File: src/rtl/mem_arb_pkg.sv
// Shared types and constants for the unified instruction/data memory arbiter.
package mem_arb_pkg;

   typedef enum logic [1:0] {
      OWN_NONE = 2'd0,
      OWN_IF   = 2'd1,
      OWN_D    = 2'd2
   } owner_t;

   localparam logic [2:0] FUN3_WORD  = 3'b010;
   localparam int         RD_LAT_MIN = 1;
   localparam int         RD_LAT_MAX = 4;

   function automatic logic rd_lat_ok(input int lat);
      return (lat >= RD_LAT_MIN) && (lat <= RD_LAT_MAX);
   endfunction

endpackage

File: src/rtl/arb_tag_pipe.sv
// Owner-tag delay line matching the memory read latency; cleared synchronously so
// nothing issued before a reset can surface afterwards.
module arb_tag_pipe
   import mem_arb_pkg::*;
#(
   parameter int DEPTH = 1
) (
   input  logic   clk,
   input  logic   clr,
   input  owner_t tag_in,
   output owner_t tag_out
);

   owner_t stage [DEPTH];

   always_ff @(posedge clk) begin
      if (clr) begin
         for (int i = 0; i < DEPTH; i++) stage[i] <= OWN_NONE;
      end else begin
         stage[0] <= tag_in;
         for (int i = 1; i < DEPTH; i++) stage[i] <= stage[i-1];
      end
   end

   assign tag_out = stage[DEPTH-1];

endmodule

File: src/rtl/unified_mem_arbiter.sv
// Per-cycle arbiter sharing the single-ported unified memory between fetch and load/store.
// Optional fetch starvation guard enabled by defining MEM_ARB_STARVE_GUARD_EN.
module unified_mem_arbiter
   import mem_arb_pkg::*;
#(
   parameter int ADDR_W     = 6,
   parameter int DATA_W     = 32,
   parameter int RD_LAT     = 1,
   parameter int STARVE_MAX = 4
) (
   input  logic              clk,
   input  logic              rst,
   input  logic              if_req,
   input  logic [ADDR_W-1:0] if_addr,
   output logic              if_gnt,
   output logic              if_stall,
   output logic              if_rvalid,
   output logic [DATA_W-1:0] if_rdata,
   input  logic              d_req,
   input  logic              d_we,
   input  logic [2:0]        d_fun3,
   input  logic [ADDR_W-1:0] d_addr,
   input  logic [DATA_W-1:0] d_wdata,
   output logic              d_gnt,
   output logic              d_rvalid,
   output logic [DATA_W-1:0] d_rdata,
   output logic [ADDR_W-1:0] mem_addr,
   output logic              mem_re,
   output logic              mem_we,
   output logic [2:0]        mem_fun3,
   output logic [DATA_W-1:0] mem_wdata,
   input  logic [DATA_W-1:0] mem_rdata
);

   if (!rd_lat_ok(RD_LAT)) begin : g_bad_rd_lat
      $error("unified_mem_arbiter: RD_LAT out of range 1..4");
   end
   if (STARVE_MAX < 1) begin : g_bad_starve_max
      $error("unified_mem_arbiter: STARVE_MAX must be at least 1");
   end

   logic              force_if;
   owner_t            tag_in;
   owner_t            tag_out;
   logic [DATA_W-1:0] if_rdata_q;
   logic [DATA_W-1:0] d_rdata_q;

`ifdef MEM_ARB_STARVE_GUARD_EN
   localparam int CNT_W = $clog2(STARVE_MAX + 1);

   logic [CNT_W-1:0] starve_cnt;

   // Counts consecutive denied fetch cycles; saturates so the force stays asserted.
   always_ff @(posedge clk) begin
      if (rst || !if_req || if_gnt) begin
         starve_cnt <= '0;
      end else if (starve_cnt != CNT_W'(STARVE_MAX)) begin
         starve_cnt <= starve_cnt + CNT_W'(1);
      end
   end

   assign force_if = (starve_cnt == CNT_W'(STARVE_MAX));
`else
   assign force_if = 1'b0;
`endif

   always_comb begin
      if_gnt    = 1'b0;
      d_gnt     = 1'b0;
      mem_addr  = if_addr;
      mem_re    = 1'b0;
      mem_we    = 1'b0;
      mem_fun3  = '0;
      mem_wdata = '0;
      tag_in    = OWN_NONE;
      if (rst) begin
         mem_addr = '0;
      end else if (d_req && !(force_if && if_req)) begin
         d_gnt     = 1'b1;
         mem_addr  = d_addr;
         mem_re    = !d_we;
         mem_we    = d_we;
         mem_fun3  = d_fun3;
         mem_wdata = d_wdata;
         tag_in    = d_we ? OWN_NONE : OWN_D;
      end else if (if_req) begin
         if_gnt    = 1'b1;
         mem_re    = 1'b1;
         mem_fun3  = FUN3_WORD;
         tag_in    = OWN_IF;
      end
   end

   assign if_stall = if_req && !if_gnt && !rst;

   arb_tag_pipe #(
      .DEPTH (RD_LAT)
   ) u_tag_pipe (
      .clk     (clk),
      .clr     (rst),
      .tag_in  (tag_in),
      .tag_out (tag_out)
   );

   // Gate with rst so a tag still in flight during the reset cycle never shows up.
   assign if_rvalid = !rst && (tag_out == OWN_IF);
   assign d_rvalid  = !rst && (tag_out == OWN_D);

   always_ff @(posedge clk) begin
      if (rst) begin
         if_rdata_q <= '0;
         d_rdata_q  <= '0;
      end else begin
         if (if_rvalid) if_rdata_q <= mem_rdata;
         if (d_rvalid)  d_rdata_q  <= mem_rdata;
      end
   end

   assign if_rdata = rst ? '0 : (if_rvalid ? mem_rdata : if_rdata_q);
   assign d_rdata  = rst ? '0 : (d_rvalid  ? mem_rdata : d_rdata_q);

endmodule

File: config.mk
export PLATFORM = sky130hd
export DESIGN_NAME = unified_mem_arbiter
export DESIGN_NICKNAME = d
export VERILOG_FILES = /design/src/rtl/mem_arb_pkg.sv /design/src/rtl/arb_tag_pipe.sv /design/src/rtl/unified_mem_arbiter.sv
export SDC_FILE = /design/constraint.sdc
export NUM_CORES = 1
export LEC_CHECK = 0
export ABC_CLOCK_PERIOD_IN_PS = 1400
export BUFFER_PORTS_ARGS = -buffer_cell sky130_fd_sc_hd__buf_2
export CAP_MARGIN = 20
export CORE_ASPECT_RATIO = 1.4
export CORE_MARGIN = 5
export CORE_UTILIZATION = 43
export DETAILED_ROUTE_END_ITERATION = 8
export PLACE_DENSITY = 0.88
export SETUP_SLACK_MARGIN = 0.2
export SYNTH_ARGS = -nofsm -noshare
export SYNTH_HDL_FRONTEND = slang
export SYNTH_HIERARCHICAL = 1
export SYNTH_SLANG_ARGS = --single-unit
File: constraint.sdc
create_clock -name clk -period 1.4 [get_ports clk]
set_input_delay 0.28 -clock clk [delete_from_list [all_inputs] [get_ports clk]]
set_output_delay 0.28 -clock clk [all_outputs]
set_load 0.005 [all_outputs]
Word level (Yosys, flattened, before mapping)
Memory sizes are Yosys's and may differ from the RTL's.
Cells that the tools add are included.
Widths: inputs -> output; s select.
{ "classes": {"n_reduce_logical": 8, "mux": 29, "eq_ne": 2} }
{ "op_table": {"columns": ["cell", "count"], "rows": [
  ["$mux 32", 6],
  ["$mux 1", 14],
  ["$mux 6", 2],
  ["$mux 2", 5],
  ["$mux 3", 2],
  ["$logic_and 1x1->1", 4],
  ["$logic_not 1->1", 3],
  ["$eq 2x1->1 const B", 1],
  ["$eq 2x2->1 const B", 1],
  ["$reduce_or 2->1", 1]
]} }
{ "totals": {"mem_count": 1, "elab_cells": 42, "register_bits": 64, "in_bits": 84, "ramBits": 2} }
{ "memory_table": {"columns": ["name", "depth", "width", "read_ports", "rd_ports_with_merged_regs", "write_ports", "line", "text"], "rows": [
  ["u_tag_pipe.stage", 1, 2, 1, 0, 1, "arb_tag_pipe.sv:14", "owner_t stage [DEPTH];"]
]} }

Depth between registers and ports, before layout
{ "depth": {"depth_word": 6, "mapped_depth": 6, "mapped_depth_nobuf": 3} }

Hierarchy
The synthesis kept the hierarchy.
{ "by_module_without_submodules": {"columns": ["module", "seq_area_each_um2", "instances", "cells_per_inst", "area_each_um2"], "rows": [
  ["unified_mem_arbiter", 1281.2, 1, 310, 3101.7],
  ["arb_tag_pipe", 40.0, 1, 4, 52.6]
]} }

Worst setup path after synthesis
Ideal clock, no wire load.
{ "synth_path": {"path_kind": "register to output", "startpoint": "memory u_tag_pipe/stage[0][0] (netlist bit)", "endpoint": "output port d_rdata[10]", "arrival_time_ns": 0.991, "path_slack_ns": 0.129, "path_stages_with_launch": 5, "required_ns": 1.120, "path_cell_list": "dfxtp_1 > nand2b_1 > buf_2 > buf_6 > mux2i_1"} }
{ "synth_between": {"elab_chain_len": 5} }
{ "synth_lines": {"columns": ["item", "line", "text"], "rows": [
  ["start, declared", "arb_tag_pipe.sv:14", null],
  ["$mem_v2 1x2", null, null],
  ["$eq 2x2->1", "unified_mem_arbiter.sv:107", "assign d_rvalid = !rst && (tag_out == OWN_D);"],
  ["$logic_and 1x1->1", "unified_mem_arbiter.sv:107", null],
  ["$mux 32 (2 in series)", null, null],
  ["end, declared", "unified_mem_arbiter.sv:26", "output logic [DATA_W-1:0] d_rdata,"]
]} }
No other way between the ends.

Final worst setup path
{ "layout_path": {"startpoint": "memory u_tag_pipe/stage[0][0] (netlist bit)", "endpoint": "output port if_rdata[27]"} }
{ "layout_between": {"elab_chain_len": 5} }
{ "layout_lines": {"columns": ["item", "line", "text"], "rows": [
  ["$mem_v2 1x2", null, null],
  ["$eq 2x1->1", "unified_mem_arbiter.sv:106", "assign if_rvalid = !rst && (tag_out == OWN_IF);"],
  ["$logic_and 1x1->1", "unified_mem_arbiter.sv:106", null],
  ["$mux 32 (2 in series)", null, null],
  ["end, declared", "unified_mem_arbiter.sv:18", "output logic [DATA_W-1:0] if_rdata,"]
]} }
No other way between the ends.

==> metrics.md <==
| Metric | Value |
|---|---|
| Total congestion overflow | `0` |
| Violation count after the first detailed-routing iteration | `between 100 and 150` |
| First-pass iteration count of the detailed router | `4` |
| Final HPWL DP | `about 7500 um` |
| Count of different cell masters after synthesis | `13` |
| Effective utilization at floorplan | `0.434` |
| Hold buffers post-CTS | `0` |
| Vertical extent of the die | `about 110 um` |
| Delay of the slowest cell on the worst path | `about 350 ps` |
| Width of the chip | `between 80 and 90 um` |
| TritonCTS clock tree | `built` |
| Fmax | `0.522 GHz` |
| Arrival @ worst endpoint | `between 1500 and 2000 ps` |
| Max VDD drop | `~0.00046 V` |
| DRC errors left | `0` |
| Startpoint type of the worst setup path | `register` |
| Area of all placed cells without fillers | `about 0.0061 mm2` |
| Clock-pin slew reported for the worst setup and hold paths after clock tree synthesis | `roughly 70 ps` |
| Share of the synthesized area in compound gates (AO/OA/AOI/OAI) | `0.00317` |
| Multiplexer share of the synthesized area | `0.222` |
| Total Negative Setup Slacks | `-28190 ps` |
| Worst hold path cell count | `3` |
| Detailed-route via count | `3263` |
| Critical path endpoint category | `primary output` |
| Slowest cell on crit path | `sky130_fd_sc_hd__dfxtp_2` |
| CTS sink cnt | `66` |
| Max-cap violations | `0` |
| Remaining antenna violation count | `0` |
| Share of post-route cells with drive strength above 1 | `0.692` |
| Global-route wire length before repair | `17500 um` |
| Number of global-route vias before repair | `3437` |
| Area growth from synthesis to layout | `92.4%` |
| Overall power | `0.00458 W` |
| Period utilization | `1.37` |
| Tightest hold margin | `between 200 and 300 ps` |
| Floorplan Core Area | `between 0.007 and 0.008 mm2` |
| Number of nets produced by synthesis | `roughly 400` |
| Synthesized flop and latch total | `66` |
| Post-synthesis share of cell area spent on full adders, half adders and majority gates | `0` |
| Hold WC Path Type | `input port to register` |
| Maximum number of pins on one net before global-route repair | `between 50 and 60` |
| R2r endpoint | `d_rdata_q[14]` |
| Transition time at the pin with the least slew margin | `274 ps` |
| Post-synthesis share of cell area spent on xor and xnor gates | `0` |
| Kind of critical path | `register to primary output` |
| Yosys synthesis warning count | `6` |
| Final Core Density | `0.835` |
| Leakage | `about 2.8 nW` |
| CTS Buf Count | `9` |
| H-tree level count | `3` |
| Setup-failing EPs final | `90` |
| Via count normalized by instance count | `about 5` |
| Chain of cells forming the critical path | `nor2b_4 > buf_12 > buf_16 > mux2i_2 > buf_2` |
| Minimum setup slack in the final design | `-515 ps` |
| Max Slew Vio Count | `0` |
| Average detailed-routed wire length per instance | `20.7 um` |
| Total power density per cell area | `755 mW/mm2` |
| Worst-case register-to-register setup slack | `30 ps` |
| GP Congestion | `about 0.79` |
| Final critical path time including I/O delays and setup | `approximately 1900 ps` |
| Combined global-route utilization of all metal layers | `0.255` |
| Dominant combinational cell family by area after synthesis | `simple AND/OR/NAND/NOR gates` |
| Required arrival time at the worst endpoint | `1120 ps` |
| Result of the run | `finished with violations` |
| Sequential fraction of the synthesis area | `0.419` |
| Violations in the final reports | `setup timing` |
| Number of nets in the layout | `637` |
| Inserted Diodes | `0` |
| Cell Rows | `37` |
| Boundary Pins | `about 200` |
| Final hold vios | `0` |
| Worst Hold Path EP | `if_rdata_q[13]` |
| IO buf count | `between 150 and 200` |
| Antenna violations before repair | `0` |
| Max Fanout on Critical Path | `10` |
| Clock tree buffer depth | `2` |
| Logic depth of the worst register-to-register path | `6` |
| Mapped Cells | `~310` |
| Placed Instance Area | `approximately 0.0045 mm2` |
| Total length of routed wires | `about 14000 um` |
| Largest clock skew in the final design | `approximately 6.2 ps` |
| Die Footprint | `between 0.009 and 0.01 mm2` |
| Post-synthesis cell area | `0.00315 mm2` |
| Hold wc startpoint | `mem_rdata[13]` |
| Clock insertion delay at the later pin of the skew report | `roughly 350 ps` |
| Post-synthesis simple-gate area fraction | `0.294` |
| Average size of a mapped cell | `between 10 and 15 um2` |
| Unrepaired setup endpoints after global routing | `true` |
| Beginning of the worst register-to-register path | `u_tag_pipe/stage[0][0]` |
| Relative slew margins | `0.817` |
| Root buf cell | `sky130_fd_sc_hd__clkbuf_8` |
## state kept, by name (all words and copies together), names as in the netlist
register / cells
if_rdata_q: 32
d_rdata_q: 32
u_tag_pipe/stage: 2
## area by class of cell
class	instances	area, um2
Fill cell	360	1200
Clock buffer	14	163
Multi-Input combinational cell	223	2340
Sequential cell	66	1320
Timing Repair Buffer	253	2090
Tap cell	97	121
Clock inverter	2	35.0
## cell usage after synthesis (all sizes together)
cell	number	area share
clkbuf	7	0.0083
nor2	9	0.011
a21oi	2	0.0032
dfxtp	66	0.42
nand2b	100	0.20
and2	36	0.071
buf	18	0.054
nand2	1	0.0012
mux2i	70	0.22
nor2b	5	0.012
## kinds of logic (layout without fill, tap and decap cells)
| family | Yosys count | after routing |
|---|---|---|
| AOI/OAI and AO/OA | 2 | 2 |
| and+or+nand+nor | 151 | 151 |
| DFF | 66 | 66 |
| buffers and inverters | 25 | 269 |
| muxes | 70 | 70 |
## critical path: cells and delay by family, from the launching register on
| kind | cells | cell delay, ps |
|---|---|---|
| buffers and inverters | 3 | 470 |
| DFF | 1 | 350 |
| muxes | 1 | 270 |
| and+or+nand+nor | 1 | 160 |
## where the power goes
part / internal (W) / switching, W / leakage (nW)
registers: 0.00192 / 0.0000147 / 0.535
logic: 0.000582 / 0.000425 / 2.14
clock network: 0.000920 / 0.000720 / 0.101
total: 0.00342 / 0.00116 / 2.78
## stage by stage
step | cells | setup WS, ps
2_1_floorplan | 314 | 152
3_3_place_gp | 596 | -53.9
3_5_place_dp | 596 | -97.5
4_1_cts | 643 | -448
5_1_grt | 655 | -575
6_report | 655 | -515
## layout by cell type (no fill, tap or decap), drive strengths merged
cell    count
a21oi       2
and2       36
buf       251
bufinv      1
clkbuf     16
clkinv      1
dfxtp      66
mux2i      70
nand2       1
nand2b    100
nor2        9
nor2b       5
## worst max path at each step
stage | startpoint | endpoint | slack [ps] | depth (start not counted)
6_report | u_tag_pipe/stage[0][0] | if_rdata[27] | -510 | 5
5_1_grt | u_tag_pipe/stage[0][0] | if_rdata[27] | -570 | 5
4_1_cts | u_tag_pipe/stage[0][0] | if_rdata[26] | -450 | 5
3_5_place_dp | rst | d_rdata[1] | -100 | 5
3_3_place_gp | rst | if_rdata[10] | -50 | 5
2_1_floorplan | u_tag_pipe/stage[0][0] | if_rdata[10] | 150 | 4
## what timing repair did
action                     in CTS  in global routing
setup endpoints to repair     112                128
setup buffers                  22                  8
resized for setup             121                 57
cloned                          9                  4
pin swaps                      15                 28
## metal layers
layer / GRT usage / up-vias / wire, um
li1: - / 1486 / -
met1: 0.265 / 1541 / 4520
met2: 0.446 / 195 / 7130
met3: 0.0914 / 41 / 1430
met4: 0.114 / 0 / 488
met5: 0 / - / 0
Power figures use the tool's default switching activity.
